<file path="src/rtl/interface_pipeline_sequencer.sv">
// Frame sequencer for the front-end interface datapath: loader -> sampler -> sigmoid -> expander/upsampler -> handshake.
// Optional per-stage watchdog compiled in with `define SEQ_WATCHDOG_EN.
module interface_pipeline_sequencer #(
    parameter int TIMEOUT_CYCLES = 1024,
    parameter int COUNT_W        = 16
) (
    input  logic               clk,
    input  logic               rst,
    input  logic               enable,
    input  logic               frame_valid,
    output logic               frame_consume,
    output logic               sampler_start,
    input  logic               sampler_done,
    output logic               vs_start,
    input  logic               vs_done,
    output logic               map_start,
    input  logic               exp_done,
    input  logic               ups_done,
    output logic               result_valid,
    input  logic               result_ready,
    output logic               busy,
    output logic               error,
    input  logic               clear_error,
    output logic [COUNT_W-1:0] frame_count
);

    // DROP is only reachable when the watchdog discards a sampler frame.
    typedef enum logic [3:0] {
        IDLE, SAMP_GO, SAMP_WAIT, SIG_GO, SIG_WAIT, MAP_GO, MAP_WAIT, HOLD, DROP
    } state_t;

    state_t state;
    logic   exp_seen, ups_seen;
    logic   maps_done;
    logic   timeout;

    assign maps_done = (exp_seen || exp_done) && (ups_seen || ups_done);

`ifdef SEQ_WATCHDOG_EN
    localparam int WD_W = $clog2(TIMEOUT_CYCLES);

    logic [WD_W-1:0] wd_cnt;
    logic            waiting;
    logic            stage_done;

    always_comb begin
        waiting    = (state == SAMP_WAIT) || (state == SIG_WAIT) || (state == MAP_WAIT);
        stage_done = 1'b0;
        case (state)
            SAMP_WAIT: stage_done = sampler_done;
            SIG_WAIT:  stage_done = vs_done;
            MAP_WAIT:  stage_done = maps_done;
            default:   stage_done = 1'b0;
        endcase
        timeout = waiting && !stage_done && (wd_cnt == WD_W'(TIMEOUT_CYCLES - 1));
    end

    // Every WAIT is preceded by a GO state, so the counter is zero on entry.
    always_ff @(posedge clk or posedge rst) begin
        if (rst)          wd_cnt <= '0;
        else if (waiting) wd_cnt <= wd_cnt + 1'b1;
        else              wd_cnt <= '0;
    end

    always_ff @(posedge clk or posedge rst) begin
        if (rst)              error <= 1'b0;
        else if (timeout)     error <= 1'b1;
        else if (clear_error) error <= 1'b0;
    end
`else
    logic unused_ok;

    assign timeout   = 1'b0;
    assign error     = 1'b0;
    assign unused_ok = clear_error ^ (TIMEOUT_CYCLES < 2);
`endif

    always_ff @(posedge clk or posedge rst) begin
        if (rst) begin
            state       <= IDLE;
            exp_seen    <= 1'b0;
            ups_seen    <= 1'b0;
            frame_count <= '0;
        end else begin
            case (state)
                IDLE:      if (enable && frame_valid) state <= SAMP_GO;
                SAMP_GO:   state <= SAMP_WAIT;
                SAMP_WAIT: begin
                    if (timeout)           state <= DROP;
                    else if (sampler_done) state <= SIG_GO;
                end
                SIG_GO:    state <= SIG_WAIT;
                SIG_WAIT: begin
                    if (timeout)      state <= IDLE;
                    else if (vs_done) state <= MAP_GO;
                end
                MAP_GO: begin
                    exp_seen <= 1'b0;
                    ups_seen <= 1'b0;
                    state    <= MAP_WAIT;
                end
                MAP_WAIT: begin
                    if (timeout)        state <= IDLE;
                    else if (maps_done) state <= HOLD;
                    if (exp_done) exp_seen <= 1'b1;
                    if (ups_done) ups_seen <= 1'b1;
                end
                HOLD: begin
                    if (result_ready) begin
                        state       <= IDLE;
                        frame_count <= frame_count + 1'b1;
                    end
                end
                DROP:      state <= IDLE;
                default:   state <= IDLE;
            endcase
        end
    end

    assign sampler_start = (state == SAMP_GO);
    assign vs_start      = (state == SIG_GO);
    assign frame_consume = (state == SIG_GO) || (state == DROP);
    assign map_start     = (state == MAP_GO);
    assign result_valid  = (state == HOLD);
    assign busy          = (state != IDLE);

endmodule

</file>
<file path="config.mk">
export PLATFORM = sky130hd
export DESIGN_NAME = interface_pipeline_sequencer
export DESIGN_NICKNAME = d
export VERILOG_FILES = /design/src/rtl/interface_pipeline_sequencer.sv
export SDC_FILE = /design/constraint.sdc
export NUM_CORES = 1
export LEC_CHECK = 0
export BUFFER_PORTS_ARGS = -buffer_cell sky130_fd_sc_hd__buf_2
export CORE_MARGIN = 5
export CORE_UTILIZATION = 53
export DETAILED_ROUTE_END_ITERATION = 7
export PLACE_DENSITY_LB_ADDON = 0.1
export REMOVE_ABC_BUFFERS = 1
export SYNTH_ARGS = -nofsm -noshare
export SYNTH_HDL_FRONTEND = slang
export SYNTH_SLANG_ARGS = --single-unit
</file>
<file path="constraint.sdc">
create_clock -name clk -period 2.8 [get_ports clk]
set_input_delay 0.14 -clock clk [delete_from_list [all_inputs] [get_ports clk]]
set_output_delay 0.14 -clock clk [all_outputs]
set_load 0.01 [all_outputs]
</file>
==> results of run 1 <==
-- cells in the final DEF (no fill, tap or decap), drive strengths merged, types with 2 or more instances in the layout --
| cell | Yosys | layout |
|---|---|---|
| a21oi | 3 | 3 |
| a31oi | 2 | 2 |
| and3 | 3 | 3 |
| buf | 4 | 30 |
| clkbuf | 1 | 3 |
| dfrtp | 21 | 21 |
| inv | 6 | 6 |
| nand2 | 11 | 11 |
| nand3 | 7 | 7 |
| nand4 | 6 | 6 |
| nor2 | 7 | 7 |
| nor3 | 3 | 3 |
| o21ai | 3 | 3 |
| o22ai | 2 | 2 |
| xnor2 | 13 | 13 |
| xor2 | 2 | 2 |
-- cells by family after synthesis --
logic type	Yosys count
compound gates	13
xor+xnor	15
fa+ha+maj	1
buf+inv	11
flops	21
other cells	1
simple gates	41
-- timing repair --
| item | CTS | global route |
|---|---|---|
| setup buffers | 0 | 0 |
| endpoints found under the hold margin | 21 | 0 |
| hold buffers | 1 | 0 |
-- where the power goes --
| group | total (uW) | internal, uW | switching (uW) | leakage, uW |
|---|---|---|---|---|
| clock | 140 | 53.1 | 87.0 | 0.0000177 |
| combinational | 291 | 136 | 155 | 0.000347 |
| sequential | 485 | 364 | 121 | 0.000271 |
-- cell type report --
type | count | area [sq um]
fill | 182 | 686.9
sequential | 21 | 525.5
multi-input combinational | 71 | 465.4
timing repair buffer | 31 | 160.2
tap | 27 | 33.78
clock buffer | 3 | 22.52
inverter | 6 | 22.52
clock inverter | 1 | 5.005
-- sequential cells by signal, indices dropped and copies added (netlist names) --
| name | count |
|---|---|
| ups_seen | 1 |
| exp_seen | 1 |
| frame_count | 16 |
| state | 3 |
-- through the flow --
step,hold WS [ns],utilization,cells,cell area (sq um)
after detailed placement,0.3348,0.6230,155,1197
after CTS,0.1110,0.6426,160,1235
after floorplan,0.1165,-,98,1013
after global routing,0.1095,0.6426,160,1235
after global placement,0.3178,0.6230,155,1197
final,0.1230,0.6426,160,1235
-- metal layers --
layer	vias up	wire length (um)
met4	0	10
li1	413	-
met2	13	979
met1	381	893
met5	-	0
met3	2	87
-- final timing paths --
check / end / start / slack [ns]
worst max-delay path: busy / state[1] / 1.25
worst min-delay path: state[0] / result_ready / 0.12
worst max register to register: frame_count[9] / state[1] / 1.29
worst min register to register: frame_count[15] / frame_count[15] / 0.48
max in group asynchronous: state[2] / rst / 1.78
min in group asynchronous: frame_count[10] / rst / 0.52
-- worst max-delay path, delay by kind of cell, from the launching register on --
kind / cells / cell delay [ns]
and+or+nand+nor: 1 / 0.42
DFF: 1 / 0.55
buffers and inverters: 1 / 0.15
==> metrics, run 1 <==
Setup Skew=0.005654 ns; CTS tree=done; Hold WC Path Type=primary input to flip-flop; synthesized cell area=between 0.001 and 0.0015 sq mm; CTS resizes=0; GRT met3 Usage=0.03542; Syn Area/Cell=10.20 sq um; row cnt=16; Max-slew headroom=0.4697; GRT Util Overall=0.1615; IO buf count=30; register area share after synthesis=0.5000; GPL Wtd Cong=0.7313; pre-CTS WS=1.280 ns; latest clock arrival within the worst-skew pair=about 0.30 ns; XOR/XNOR share of the synthesized area=0.1250; Diodes inserted=0; Distinct cells, synth=30; met2 usage in global routing=0.2590; Routed Antenna Nets=0; Setup WS post-layout=approximately 1.2 ns; Clock Sinks=21; Post-Syn Instances=103; met1 usage=0.2118; initial core utilization=0.5469; proportion of synthesized area in mux cells=0; largest net degree at the start of global routing=22; vias after detailed routing=about 810; r2r worst-path depth=4; WP data required=2.66 ns; CTS root buffer=clkbuf_4; Post-DP HPWL=~1500 um; initial DRC count=9; most common cell in the netlist=dfrtp_1; maximum buffer depth of the clock tree=2; Critical Path Fanout Max=14; area leader, netlist=dfrtp_1; Post-synth EDFFs=0; core box area=0.001922 sq mm; Hold Violations, Final=0; Die Wd=54.53 um; Synth Area in Simple Gates=0.2274; DR vias/cell=5.056; fraction of layout cells with a size suffix above 1=0.3008; Slowest-stage cell, CP=dfrtp_1; Crit. End Element=primary output; Synth Area in Compound Gates=0.07500; Max Clk Rate=644.0 MHz; synth top area cells=dfrtp_1 (50%), xnor2_1 (11%), nand2_1 (3.6%), nand3_1 (3.3%), nand4_1 (3.0%); kind of start point of the critical path=flip-flop; number of H-tree levels=1; setup tns final=0 ns; Max IR drop VDD=0.0004585 V; Die Y=54.53 um; gr busiest metal=met2; main combinational cell family by area after synthesis=simple AND/OR/NAND/NOR gates; Worst-Margin Slew=approximately 0.79 ns; Num CTS Buffers=3; leakage=0.0006365 uW; Post-synth top cells=dfrtp_1 (21), xnor2_1 (13), nand2_1 (10); Final Max Slew Viols=0; RSZ-0062 raised after global routing=no; Arrival @ worst endpoint=1.41 ns; status=completed; share of the synthesized area in the top cell type=0.5000; grt total ovfl=0; routed wire length=1970 um; overall die area=0.002974 sq mm; final setup vio count=0; Syn. warnings=0; vias in the first global route=775; initial antenna violation count=0; Synth Flop Type=dfrtp_1; CP max stage delay=0.55 ns; nets@finish=between 100 and 150; crit-path cells=or3_1, buf_2; Final Cycle Share=0.5546; drt wl/cell=12.31 um; CTS clk-pin slew, worst paths=0.11 ns; #FFs+latches synth=21; I/O pin total=33; max cap viols=0; adder-cell share of the synthesized area=0.01190; first-pass GRT wire length=approximately 3400 um; Pwr Total=a little over 900 uW; area grow syn2layout=17.50%; critical path class=flip-flop to primary output; hold depth=2; Power Dens Cells=741.7 mW/mm^2; min Tclk post-route=around 1.6 ns; Initial DRT Pass Iterations=4; DR DRC count=0; ys async rst share=1.000
Note: power is estimated with default switching activity, not from simulation.
==> run 2, diff against run 1 <==
--- a/config.mk
+++ b/config.mk
@@ -7,7 +7,7 @@
 export LEC_CHECK = 0
 export BUFFER_PORTS_ARGS = -buffer_cell sky130_fd_sc_hd__buf_2
 export CORE_MARGIN = 5
-export CORE_UTILIZATION = 53
+export CORE_UTILIZATION = 49
 export DETAILED_ROUTE_END_ITERATION = 7
 export PLACE_DENSITY_LB_ADDON = 0.1
 export REMOVE_ABC_BUFFERS = 1
==> constraint.sdc (replaced) <==
create_clock -name clk -period 1.6 [get_ports clk]
set_input_delay 0.08 -clock clk [delete_from_list [all_inputs] [get_ports clk]]
set_output_delay 0.08 -clock clk [all_outputs]
set_load 0.01 [all_outputs]
==> metrics, run 2 (same netlist as run 1, synthesis figures left out) <==
Arrival @ worst endpoint=1.44 ns; number of H-tree levels=1; met1 usage=0.1887; CP top delay family=flip-flops; GRT met3 Usage=0.03211; max cap viols=0; worst path buffer plus inverter count=2; Final Cycle Share=0.9476; vias after detailed routing=843; CTS root buffer=clkbuf_4; Max Clk Rate=659.6 MHz; CP max stage delay=approximately 0.48 ns; maximum buffer depth of the clock tree=2; core box area=0.002002 sq mm; Power Dens Cells=~1300 mW/mm^2; initial antenna violation count=0; grt total ovfl=0; gr busiest metal=met2; Hold WC Path Type=primary input to flip-flop; first-pass GRT wire length=approximately 3400 um; DR vias/cell=between 5 and 6; RSZ-0062 raised after global routing=no; Critical Path Fanout Max=9; DR DRC count=0; final setup vio count=0; Hold Violations, Final=0; min Tclk post-route=about 1.5 ns; met2 usage in global routing=0.1987; post-CTS setup buffers=0; Max IR drop VDD=0.0008607 V; Die Y=56.32 um; area grow syn2layout=19.64%; setup tns final=0 ns; Die Wd=roughly 56 um; Setup Skew=0.004984 ns; overall die area=0.003171 sq mm; Final Max Slew Viols=0; WP data required=1.52 ns; row cnt=16; most frequent cells in the layout=buf_2 (30), dfrtp_1 (20), xnor2_1 (13), nand2_1 (10); drt wl/cell=12.31 um; IO buf count=30; largest net degree at the start of global routing=22; top flop regs=frame_count (16), state (3); largest register by flop count=frame_count; Clock Sinks=21; Routed Antenna Nets=0; CTS tree=done; initial DRC count=18; routed wire length=2007 um; commonest non-fill, non-tap cell in the layout=buf_2; Slowest-stage cell, CP=dfrtp_2; fraction of layout cells with a size suffix above 1=0.3162; leakage=about 0.00065 uW; I/O pin total=33; status=completed; Setup WS post-layout=approximately 0.084 ns; kind of start point of the critical path=flip-flop; GPL Wtd Cong=0.7564; pre-CTS WS=0.1329 ns; initial core utilization=0.5250; nets@finish=148; CTS clk-pin slew, worst paths=between 0.1 and 0.15 ns; Diodes inserted=0; Num CTS Buffers=3; GRT Util Overall=0.1340; latest clock arrival within the worst-skew pair=0.29 ns; max FFs per register=16; crit-path cells=buf_4, or2b_1, nor2_1, buf_2; critical path class=flip-flop to primary output; vias in the first global route=approximately 780; Post-DP HPWL=about 1600 um; Crit. End Element=primary output; Initial DRT Pass Iterations=4
run 2: cell types whose count changed in the layout (fill, tap and decap cells not counted), sizes merged:
cell / change
clkbuf: +1
clkinv: -1
buf: +3
run 2: path summary, 6_finish.rpt:
kind / from / end / slack (ns) / cells after the start
worst min register to register: frame_count[15] / frame_count[15] / 0.48 / 1
worst max-delay path: state[1] / map_start / 0.08 / 4
min in group asynchronous: rst / frame_count[11] / 0.34 / 4
max in group asynchronous: rst / state[1] / 1.03 / 4
worst min-delay path: result_ready / state[0] / 0.07 / 2
worst max register to register: state[0] / frame_count[9] / 0.12 / 4
run 2: timing repair:
action,4_1_cts,5_1_grt
endpoints found under the setup margin,0,1
gates resized for setup,0,1
hold endpoints to repair,21,0
hold buffers,1,0
run 2: cell type report:
cell class,instances,area [sq um]
clock buffers,4,26.28
inverters,6,22.52
multi-input cells,71,465.4
fillers,192,744.5
flip-flops and latches,21,526.8
well taps,27,33.78
repair buffers,34,182.7
run 2: where the power goes:
group | leakage (uW) | switching (uW) | internal [uW]
registers | 0.000271 | 179 | 641
logic | 0.000361 | 299 | 268
clock network | 0.0000150 | 149 | 96.8
run 2: per-layer routing:
layer  share of wire  routed length, um  vias up
li1                -                  -      416
met1            0.48                956      409
met2            0.47                943       16
met3           0.046                 93        2
met4          0.0065                 13        0
met5               0                  0        -
run 2: through the flow:
stage | std cells | utilization | total power [uW] | hold slack, ns | area, sq um
detailed placement | 158 | 0.6094 | 1404 | 0.1181 | 1220
global route | 163 | 0.6281 | 1771 | 0.06888 | 1257
floorplan | 98 | - | 1166 | 0.05653 | 1013
global placement | 158 | 0.6094 | 1382 | 0.1183 | 1220
CTS | 163 | 0.6275 | 1647 | 0.06487 | 1256
finish | 163 | 0.6281 | 1632 | 0.06502 | 1257
==> run 3, diff against run 2 <==
--- a/config.mk
+++ b/config.mk
@@ -11,6 +11,8 @@
 export DETAILED_ROUTE_END_ITERATION = 7
 export PLACE_DENSITY_LB_ADDON = 0.1
 export REMOVE_ABC_BUFFERS = 1
+export SETUP_SLACK_MARGIN = 0.15
+export SLEW_MARGIN = 30
 export SYNTH_ARGS = -nofsm -noshare
 export SYNTH_HDL_FRONTEND = slang
 export SYNTH_SLANG_ARGS = --single-unit
==> metrics, run 3 (same netlist as run 1, synthesis figures left out) <==
vias in the first global route=794; kind of start point of the critical path=flip-flop; Num CTS Buffers=3; commonest non-fill, non-tap cell in the layout=buf_2; Die Y=56.32 um; crit path from=state[1]; largest net degree at the start of global routing=22; R2R setup slack=about 0.24 ns; Clock Sinks=21; top flop regs=frame_count (16), state (3); CTS root buffer=clkbuf_4; DR vias/cell=5.172; area grow syn2layout=25.36%; RR Startpoint=state[1]; vias after detailed routing=874; most frequent cells in the layout=buf_2 (30), dfrtp_1 (18), xnor2_1 (13), nand2_1 (10); Post-DP HPWL=between 1500 and 2000 um; CTS tree=done; first-pass GRT wire length=3512 um; critical path class=flip-flop to primary output; initial DRC count=14; Max IR drop VDD=0.0008155 V; max FFs per register=16; min Tclk post-route=1.420 ns; Die Wd=56.32 um; leakage=about 0.00067 uW; nets@finish=154; Hold Violations, Final=0; row cnt=16; largest register by flop count=frame_count; routed wire length=2144 um; Final Max Slew Viols=0; max cap viols=0; Critical Path Fanout Max=4; R2R Path End=frame_count[9]; Crit. End Element=primary output; Initial DRT Pass Iterations=4; initial antenna violation count=0; IO buf count=30; Power Dens Cells=1355 mW/mm^2; maximum buffer depth of the clock tree=2; r2r worst-path depth=5; GPL Wtd Cong=0.7564; number of H-tree levels=1; placed insts=158; Diodes inserted=0; final setup vio count=0; DR DRC count=0; status=completed; design area=0.001318 sq mm; CTS clk-pin slew, worst paths=between 0.1 and 0.15 ns; grt total ovfl=0; setup tns final=0 ns; fraction of layout cells with a size suffix above 1=0.3662; Max Clk Rate=around 700 MHz; latest clock arrival within the worst-skew pair=0.29 ns; Hold WC Path Type=primary input to flip-flop; initial core utilization=0.5250; RSZ-0062 raised after global routing=yes; GRT Util Overall=0.1373; Routed Antenna Nets=0; Final Cycle Share=0.8873; Setup Skew=0.003894 ns; Setup crit end=map_start; core box area=0.002002 sq mm; placed inst area=0.001220 sq mm; drt wl/cell=12.69 um; I/O pin total=33; Post-Layout Cell Count=about 170; overall die area=0.003171 sq mm; WP data required=~1.5 ns; Arrival @ worst endpoint=1.34 ns; Hold WS=0.06091 ns
## run 3: what timing repair did
| action | in CTS | in global routing |
|---|---|---|
| setup endpoints to repair | 7 | 8 |
| hold buffers | 1 | 0 |
| resized for setup | 2 | 4 |
| hold endpoints to repair | 21 | 0 |
| setup buffers | 2 | 4 |
## run 3: worst max-delay path, cell delays in order (launching register included)
cell     delay [ns]
dfrtp_2        0.45
buf_6          0.13
or2b_1         0.26
nor2_1         0.09
buf_2          0.13
## run 3: worst min path at each step
stage,from,to,slack (ns),cells past startpoint
finish,result_ready,state[0],0.06,2
global route,result_ready,state[0],0.05,2
CTS,result_ready,state[0],0.06,2
detailed placement,rst,frame_count[12],0.12,3
global placement,rst,state[1],0.12,3
floorplan,rst,exp_seen,0.06,1
## run 3: layer usage
layer / track usage / up-vias / wire length (um)
li1: - / 428 / -
met1: 0.1916 / 426 / 961
met2: 0.2070 / 18 / 1073
met3: 0.03211 / 2 / 95
met4: 0.05085 / 0 / 13
met5: 0 / - / 0
## run 3: metrics by stage
step,worst slack [ns],power [uW],util
after floorplan,0.2484,1166,-
after global placement,0.1573,1382,0.6094
after detailed placement,0.1329,1404,0.6094
after CTS,0.1489,1687,0.6363
after global routing,0.1073,1924,0.6581
final,0.1804,1785,0.6581
## run 3: cell type report
cell class / count / area, sq um
inverters: 6 / 22.52
multi-input cells: 71 / 470.5
repair buffers: 40 / 235.2
fillers: 182 / 684.4
clock buffers: 4 / 26.28
well taps: 27 / 33.78
flip-flops and latches: 21 / 529.3
## run 3: report_power, final
group          total, uW  switching, uW  leakage (uW)  internal (uW)
sequential           798            151      0.000269            646
combinational        741            366      0.000391            374
clock                247            150     0.0000150           96.9
total               1780            668      0.000675           1120
